===== src/rtl/vid_pkg.sv =====
// Shared types and constants for the video mode controller: packed mode word,
// field offsets, 640x480 default timings and FSM state encoding.
package vid_pkg;

  localparam int unsigned FIELD_W    = 12;
  localparam int unsigned MODE_W     = 4 * FIELD_W;
  localparam int unsigned OFF_WIDTH  = 3 * FIELD_W;
  localparam int unsigned OFF_PORCH  = 2 * FIELD_W;
  localparam int unsigned OFF_SYNCH  = 1 * FIELD_W;
  localparam int unsigned OFF_RAW    = 0;
  localparam int unsigned CNT_W      = 8;
  localparam int unsigned MIN_ACTIVE = 16;

  // {width, porch, synch, raw}; for the vertical mode "width" is the height
  typedef struct packed {
    logic [FIELD_W-1:0] width;
    logic [FIELD_W-1:0] porch;
    logic [FIELD_W-1:0] synch;
    logic [FIELD_W-1:0] raw;
  } mode_t;

  localparam logic [MODE_W-1:0] DEF_HMODE = {12'd640, 12'd656, 12'd752, 12'd800};
  localparam logic [MODE_W-1:0] DEF_VMODE = {12'd480, 12'd490, 12'd492, 12'd525};

  typedef enum logic [1:0] {
    IDLE       = 2'd0,
    WAIT_FRAME = 2'd1,
    HOLD       = 2'd2,
    SETTLE     = 2'd3
  } state_t;

  // Fields must be strictly increasing and the active region larger than MIN_ACTIVE
  function automatic logic mode_ok(mode_t m);
    return (m.width > FIELD_W'(MIN_ACTIVE)) && (m.porch > m.width) &&
           (m.synch > m.porch) && (m.raw > m.synch);
  endfunction

endpackage


===== src/rtl/vid_mode_check.sv =====
// Combinational legality check of a requested horizontal/vertical mode pair.
module vid_mode_check
  import vid_pkg::*;
(
  input  logic [MODE_W-1:0] i_hmode,
  input  logic [MODE_W-1:0] i_vmode,
  output logic              o_legal_c
);

  assign o_legal_c = mode_ok(mode_t'(i_hmode)) && mode_ok(mode_t'(i_vmode));

endmodule


===== src/rtl/vid_mode_ctrl.sv =====
// Video mode switch controller: applies new timings only while the timing
// generator is held in reset. Optional request check under VID_MODE_CHECK_EN.
module vid_mode_ctrl #(
  parameter int unsigned           RESET_CYCLES = 4,
  parameter logic [vid_pkg::MODE_W-1:0] DEF_HMODE = vid_pkg::DEF_HMODE,
  parameter logic [vid_pkg::MODE_W-1:0] DEF_VMODE = vid_pkg::DEF_VMODE
) (
  input  logic                          i_pixclk,
  input  logic                          i_reset,
  input  logic                          i_req_valid,
  output logic                          o_req_ready,
  input  logic [vid_pkg::MODE_W-1:0]    i_req_hmode,
  input  logic [vid_pkg::MODE_W-1:0]    i_req_vmode,
  input  logic                          i_newframe,
  output logic [vid_pkg::FIELD_W-1:0]   o_hm_width,
  output logic [vid_pkg::FIELD_W-1:0]   o_hm_porch,
  output logic [vid_pkg::FIELD_W-1:0]   o_hm_synch,
  output logic [vid_pkg::FIELD_W-1:0]   o_hm_raw,
  output logic [vid_pkg::FIELD_W-1:0]   o_vm_height,
  output logic [vid_pkg::FIELD_W-1:0]   o_vm_porch,
  output logic [vid_pkg::FIELD_W-1:0]   o_vm_synch,
  output logic [vid_pkg::FIELD_W-1:0]   o_vm_raw,
  output logic                          o_vid_reset,
  output logic                          o_busy,
  output logic                          o_err
);
  import vid_pkg::*;

  state_t             state_q, state_d;
  logic [CNT_W-1:0]   cnt_q, cnt_d;
  mode_t              pend_h_q, pend_h_d, pend_v_q, pend_v_d;
  mode_t              hmode_q, hmode_d, vmode_q, vmode_d;
  logic               vid_reset_q, vid_reset_d;
  logic               err_q, err_d;
  logic               ready_q, busy_q;
  logic               req_legal;

`ifdef VID_MODE_CHECK_EN
  vid_mode_check u_check (
    .i_hmode   (i_req_hmode),
    .i_vmode   (i_req_vmode),
    .o_legal_c (req_legal)
  );
`else
  assign req_legal = 1'b1;
`endif

  // Next-state and next-output logic
  always_comb begin
    state_d     = state_q;
    cnt_d       = cnt_q;
    pend_h_d    = pend_h_q;
    pend_v_d    = pend_v_q;
    hmode_d     = hmode_q;
    vmode_d     = vmode_q;
    vid_reset_d = vid_reset_q;
    err_d       = 1'b0;
    unique case (state_q)
      IDLE: begin
        if (i_req_valid && ready_q) begin
          if (req_legal) begin
            pend_h_d = mode_t'(i_req_hmode);
            pend_v_d = mode_t'(i_req_vmode);
            state_d  = WAIT_FRAME;
          end else begin
            err_d = 1'b1;
          end
        end
      end
      WAIT_FRAME: begin
        if (i_newframe) begin
          state_d     = HOLD;
          hmode_d     = pend_h_q;
          vmode_d     = pend_v_q;
          vid_reset_d = 1'b1;
          cnt_d       = CNT_W'(RESET_CYCLES);
        end
      end
      HOLD: begin
        cnt_d = cnt_q - CNT_W'(1);
        if (cnt_q <= CNT_W'(1)) begin
          state_d     = SETTLE;
          vid_reset_d = 1'b0;
        end
      end
      SETTLE: begin
        if (i_newframe) state_d = IDLE;
      end
      default: state_d = HOLD;
    endcase
  end

  // State and registered outputs; reset restarts the HOLD/SETTLE sequence
  always_ff @(posedge i_pixclk) begin
    if (i_reset) begin
      state_q     <= HOLD;
      cnt_q       <= CNT_W'(RESET_CYCLES);
      pend_h_q    <= mode_t'(DEF_HMODE);
      pend_v_q    <= mode_t'(DEF_VMODE);
      hmode_q     <= mode_t'(DEF_HMODE);
      vmode_q     <= mode_t'(DEF_VMODE);
      vid_reset_q <= 1'b1;
      err_q       <= 1'b0;
      ready_q     <= 1'b0;
      busy_q      <= 1'b1;
    end else begin
      state_q     <= state_d;
      cnt_q       <= cnt_d;
      pend_h_q    <= pend_h_d;
      pend_v_q    <= pend_v_d;
      hmode_q     <= hmode_d;
      vmode_q     <= vmode_d;
      vid_reset_q <= vid_reset_d;
      err_q       <= err_d;
      ready_q     <= (state_d == IDLE);
      busy_q      <= (state_d != IDLE);
    end
  end

  assign o_req_ready = ready_q;
  assign o_busy      = busy_q;
  assign o_err       = err_q;
  assign o_vid_reset = vid_reset_q;
  assign o_hm_width  = hmode_q.width;
  assign o_hm_porch  = hmode_q.porch;
  assign o_hm_synch  = hmode_q.synch;
  assign o_hm_raw    = hmode_q.raw;
  assign o_vm_height = vmode_q.width;
  assign o_vm_porch  = vmode_q.porch;
  assign o_vm_synch  = vmode_q.synch;
  assign o_vm_raw    = vmode_q.raw;

endmodule


===== config.mk =====
export PLATFORM = sky130hd
export DESIGN_NAME = vid_mode_ctrl
export DESIGN_NICKNAME = d
export VERILOG_FILES = /design/src/rtl/vid_pkg.sv /design/src/rtl/vid_mode_check.sv /design/src/rtl/vid_mode_ctrl.sv
export SDC_FILE = /design/constraint.sdc
export NUM_CORES = 1
export LEC_CHECK = 0
export BUFFER_PORTS_ARGS = -buffer_cell sky130_fd_sc_hd__buf_2
export CAP_MARGIN = 25
export CORE_MARGIN = 2
export CORE_UTILIZATION = 45
export DETAILED_ROUTE_END_ITERATION = 8
export GPL_ROUTABILITY_DRIVEN = 0
export HOLD_SLACK_MARGIN = 0.15
export PLACE_DENSITY_LB_ADDON = 0.2
export SETUP_SLACK_MARGIN = 0.15
export SLEW_MARGIN = 30
export SYNTH_ARGS = -nofsm -noshare
export SYNTH_HDL_FRONTEND = slang
export SYNTH_SLANG_ARGS = --single-unit

===== constraint.sdc =====
create_clock -name i_pixclk -period 2.6 [get_ports i_pixclk]
set_clock_uncertainty 0.05 [all_clocks]
set_input_delay 0 -clock i_pixclk [delete_from_list [all_inputs] [get_ports i_pixclk]]
set_output_delay 0 -clock i_pixclk [all_outputs]
set_load 0.01 [all_outputs]

### After elaboration in Yosys (flattened, before gate mapping)

Cells that the tools add are included.

* register bits: 205
* input port bits: 100
* output and inout bits: 100
* logic and storage cells: 47

* add/sub/neg operators: 1
* magnitude comparators: 1
* eq/ne operators: 5
* multiplexer cells: 10
* reductions and logical operators: 9

Operator list (number)
* $pmux W8 S2: 1
* $le A8 B1 Y1 const B: 1
* $mux W2: 4
* $mux W8: 1
* $pmux W2 S4: 1
* $sub A8 B1 Y8 const B: 1
* $reduce_and A2 Y1: 3
* $eq A2 B2 Y1 const B: 2
* $logic_not A2 Y1: 2
* $ne A2 B2 Y1 const B: 2
* $reduce_bool A2 Y1: 2
* $reduce_and A3 Y1: 1
* $eq A2 B1 Y1 const B: 1
* $mux W1: 2
* $pmux W1 S2: 1
* $logic_and A1 B1 Y1: 1

### Logic depth before layout (Yosys ltp)

* word-level depth: 4
* gate-level depth with buffers: 7
* depth with buffers taken out: 5

### Worst setup path after synthesis

OpenSTA, ideal clock, no wires.

* path type: register to register
* start: register state_q[1]
* end: register vid_reset_q, in the netlist o_vid_reset
* library setup time: 0.120 ns
* arrival: 1.631 ns
* data required time: 2.430 ns
* slack: 0.799 ns
* stages on the path, launching flop included: 4
* buffers on the path: 0
* cell sequence: dfxtp_1 or3b_4 or4b_4 a211o_1

* cells in the longest elaborated chain, start to end: 3
* elaborated cells between the ends (all ways): 7
* those cells by class: eq/ne: 4; mux: 1; reduce/logical: 2

RTL lines
* start: declaration: RTL line vid_mode_ctrl.sv:29 `state_t state_q, state_d;`
* start signal: assignment: RTL line vid_mode_ctrl.sv:107 `state_q <= state_d;`
* $eq A2 B2 Y1 / $eq A2 B1 Y1 (equally long branches): RTL line vid_mode_ctrl.sv:58 `unique case (state_q)`
* $ne A2 B2 Y1 (no source line) / $reduce_bool A2 Y1 (equally long branches)
* $reduce_and A3 Y1 (no source line)
* end signal: assignment: RTL line vid_mode_ctrl.sv:113 `vid_reset_q <= vid_reset_d;`
* end: declaration: RTL line vid_mode_ctrl.sv:33 `logic vid_reset_q, vid_reset_d;`

Several ways; a longest one is shown, not always the timed one.
A chain may end at the register's enable or synchronous reset.

### Final worst setup path

* start: register state_q[0]
* end: register pend_h_q[33] in the netlist's numbering

* cells in the longest elaborated chain, start to end: 2

RTL lines
* $logic_not A2 Y1: RTL line vid_mode_ctrl.sv:58
* $reduce_and A2 Y1 (no source line)
* end signal: assignment: RTL line vid_mode_ctrl.sv:98 `pend_h_q <= mode_t'(DEF_HMODE);`
* end signal: assignment: RTL line vid_mode_ctrl.sv:109 `pend_h_q <= pend_h_d;`
* end: declaration: RTL line vid_mode_ctrl.sv:31 `mode_t pend_h_q, pend_h_d, pend_v_q, pend_v_d;`

No other way between the ends.

==> summary.txt <==
Run status
  – Status: complete, no violations

Worst setup path
  – Crit-path cells: and4bb_4, nand2_1, dlygate4sd3_1, nand3b_1, dlygate4sd3_1
  – Max incr delay on CP: 570 ps
  – Crit path top cell by count: dlygate4sd3_1
  – Setup slack, reg-to-reg: 220 ps
  – Arrival time worst endpoint: 2700 ps
  – Worst r2r src: state_q[0]$_SDFF_PP0_
  – Reg-to-Reg End: pend_h_q[33]$_SDFFE_PP1P_
  – Worst reg2reg path depth: 5
  – Worst Path Max Fanout: 12
  – Slowest cell on crit path: dlygate4sd3_1
  – Cell family with most CP delay: buffers and inverters
  – Crit path launch type: flip-flop
  – CP required: 2920 ps
  – Crit path buffers/inverters: 2
  – Critical path class: flip-flop to flip-flop
  – CP startpoint: state_q[0]$_SDFF_PP0_
  – Crit end category: flip-flop

Drt
  – Detailed Route WL: 20000 um
  – Via count: 7049
  – DR iter-0 viols: 434
  – Avg WL per Cell: 13.8 um
  – Post-route ant nets: 0
  – Vias per inst: 4.86
  – Pre-Repair DR Iteration Count: 5
  – Detailed-route DRC error count: 0

Yosys
  – Cells after Synth: 901
  – Syn_area_per_cell: 8.11 um^2
  – Synth warn: 0
  – Async set-reset flop share out of synthesis: 0%
  – Post-Synth Simple-Gate Area: 29.3%
  – Net count after synthesis: 1003
  – EDFF count, synth: 0
  – Synth Area in Compound Gates: 10.1%
  – Sequential cell area fraction in the yosys report: 56.2%
  – Synth Area in Adders: 0.343%
  – Mux contribution to synthesized area: 0.154%
  – Synth Flop Type: dfxtp_1
  – Post-synthesis xor/xnor area fraction: 0.120%
  – Mapped Area: 7300 um^2
  – Largest area contributor in the netlist: dfxtp_1
  – Netlist cell types: 36
  – Flop and latch count out of synthesis: 205
  – Synth top area cells: dfxtp_1, nand2_1, a21oi_1
  – Share of the synthesized area in the top cell type: 56.2%
  – Largest family of logic cells by synthesized area: simple AND/OR/NAND/NOR gates

Die
  – DIE AREA: 17300 um^2
  – Starting Density: 46.0%
  – Row Count: 46
  – Chip width: 131 um
  – CORE AREA: 15900 um^2
  – Die Height: 131 um
  – Top Ports: 200

GRT
  – Initial antenna violation count: 0
  – First-pass GRT wire length: 33500 um
  – GRT Resource Usage Total: 22.9%
  – Number of global-route vias before repair: 7064
  – Pin count of the biggest net entering global routing: 124
  – Overflow after GRT: 0

Clock tree
  – Clock Latency Late Sink: 490 ps
  – Setup Buffers After CTS: 0
  – CTS tree: built
  – Clock sink count: 205
  – CTS Buf Count: 21
  – Max Root-Sink Buffers: 3
  – Clock Tree Root: clkbuf_16
  – H-tree depth: 1
  – Worst-path clk slew: 60 ps

STA
  – Final Setup Violations: 0
  – Max Fclk: 0.421 GHz
  – Slew @ Worst Pin: 894 ps
  – Fin Setup TNS: 0 ps
  – Worst rel slew slack: 40.4%
  – Final Hold Vio Count: 0
  – RSZ-0062 raised after global routing: no
  – Fin. max-slew vios: 0
  – Final period util: 91.5%
  – Tmin final: 2380 ps

Pwr
  – Power per Cell Area: 635 nW/um^2
  – Clock Power Share: 41.8%
  – Leakage Power: 4.56 nW
  – Switching Share: 22.7%
  – P_sw: 0.00154 W
  – Reg power frac: 48.7%
  – Combinational Power Share: 9.4%
  – Pwr Total: 0.00679 W
  – P_int: 0.00525 W
  – Maximum VDD drop: 0.525 mV

Cells and area
  – Layout Cells excl Fill: 1451
  – Fillers: 1316
  – Nets: 1326
  – Finished Cell Area: 10700 um^2
  – Biggest regs: pend_h_q x48, pend_v_q x48
  – Synth-to-Final Area Change: 46.5%
  – Antenna Cells: 0
  – Share of layout cells above drive strength 1: 19.8%

Place
  – # port buffers: 198
  – Placed inst area: 8450 um^2
  – DP Wirelength: 10400 um
  – Placed cell count: 1256

Hold path
  – Worst Hold End: o_busy$_SDFF_PP1_
  – Hold depth: 4
  – Worst Hold Class: input port to flip-flop
  – Min-delay src: i_req_valid

Flow run
  – Max cap viols: 0
-- cell families (layout without fill, tap and decap cells) --
kind of cell               after synthesis  after routing
DFF                                    205            205
AOI/OAI and AO/OA                      142            142
other                                    1              1
adders and majority gates                2              2
buffers and inverters                   71            405
and+or+nand+nor                        478            478
xor gates and xnor gates                 1              1
muxes                                    1              1
-- worst max path at each step --
stage,end,slack (ps),cells past startpoint
6_report,pend_h_q[33]$_SDFFE_PP1P_,220,5
5_1_grt,pend_h_q[33]$_SDFFE_PP1P_,160,5
4_1_cts,pend_v_q[10]$_SDFFE_PP0P_,280,5
3_5_place_dp,o_vid_reset$_SDFFE_PP1P_,690,3
3_3_place_gp,o_vid_reset$_SDFFE_PP1P_,700,3
2_1_floorplan,o_vid_reset$_SDFFE_PP1P_,800,3
-- timing repair --
action / 4_1_cts / 5_1_grt
hold buffers: 161 / 0
setup endpoints to repair: 0 / 1
gates resized for setup: 0 / 1
endpoints found under the hold margin: 162 / 0
-- layer usage --
metal  GRT usage, %  part of all wire [%]
met1           28.0                    43
met2           40.2                    48
met3           5.44                   7.0
met4           6.40                   2.2
met5              0                     0
-- tightest hold or removal path: stages --
cell and delay, ps:
buf_2 120, and4bb_4 380, a21oi_1 90, nand3b_1 100
-- cells in the final DEF (no fill, tap or decap), types with 2 or more instances in the layout --
cell type / netlist / final
a21oi_1: 133 / 133
buf_12: 0 / 4
dlygate4sd3_1: 0 / 161
clkbuf_16: 0 / 21
or4_1: 2 / 2
inv_1: 3 / 3
or3_1: 5 / 5
dfxtp_1: 205 / 205
buf_6: 0 / 2
clkbuf_1: 58 / 4
buf_4: 1 / 4
clkbuf_8: 0 / 3
nand2_1: 384 / 384
buf_2: 4 / 197
o311ai_0: 2 / 2
nand2b_1: 2 / 2
nand3b_1: 68 / 68
ha_1: 2 / 2
nor2_1: 4 / 4
clkinv_2: 0 / 5
o211ai_1: 2 / 2
-- cell usage after synthesis (2+ instances only) --
library cell / number
nand2_1: 384
dfxtp_1: 205
a21oi_1: 133
nand3b_1: 68
clkbuf_1: 58
buf_1: 5
or3_1: 5
buf_2: 4
nor2_1: 4
inv_1: 3
and3b_1: 2
ha_1: 2
nand2b_1: 2
o211ai_1: 2
o311ai_0: 2
or4_1: 2
-- cell type report --
cell class / instances / area, um^2 / area share (%)
well taps: 216 / 270 / 2.53
inverters: 3 / 11.3 / 0.105
repair buffers: 368 / 2730 / 25.5
multi-input cells: 625 / 2950 / 27.6
flip-flops and latches: 205 / 4100 / 38.3
clock buffers: 28 / 582 / 5.44
clock inverters: 6 / 55.1 / 0.514
-- power groups by stage --
stage	Clock, W	Combinational [W]	Sequential, W
after detailed placement	0	0.000516	0.00338
after global routing	0.00305	0.000711	0.00332
after global placement	0	0.000512	0.00337
after floorplan	0	0.000356	0.00336
after CTS	0.00290	0.000638	0.00331
final	0.00284	0.000641	0.00331
-- metrics by stage --
stage / setup slack (ps) / util [%] / hold WS [ps]
floorplan: 799 / - / 73.9
global placement: 703 / 53.2 / 167
detailed placement: 694 / 53.2 / 165
CTS: 281 / 67.3 / 165
global route: 162 / 67.4 / 205
finish: 222 / 67.4 / 195
Note: power is estimated with default switching activity, not from simulation.
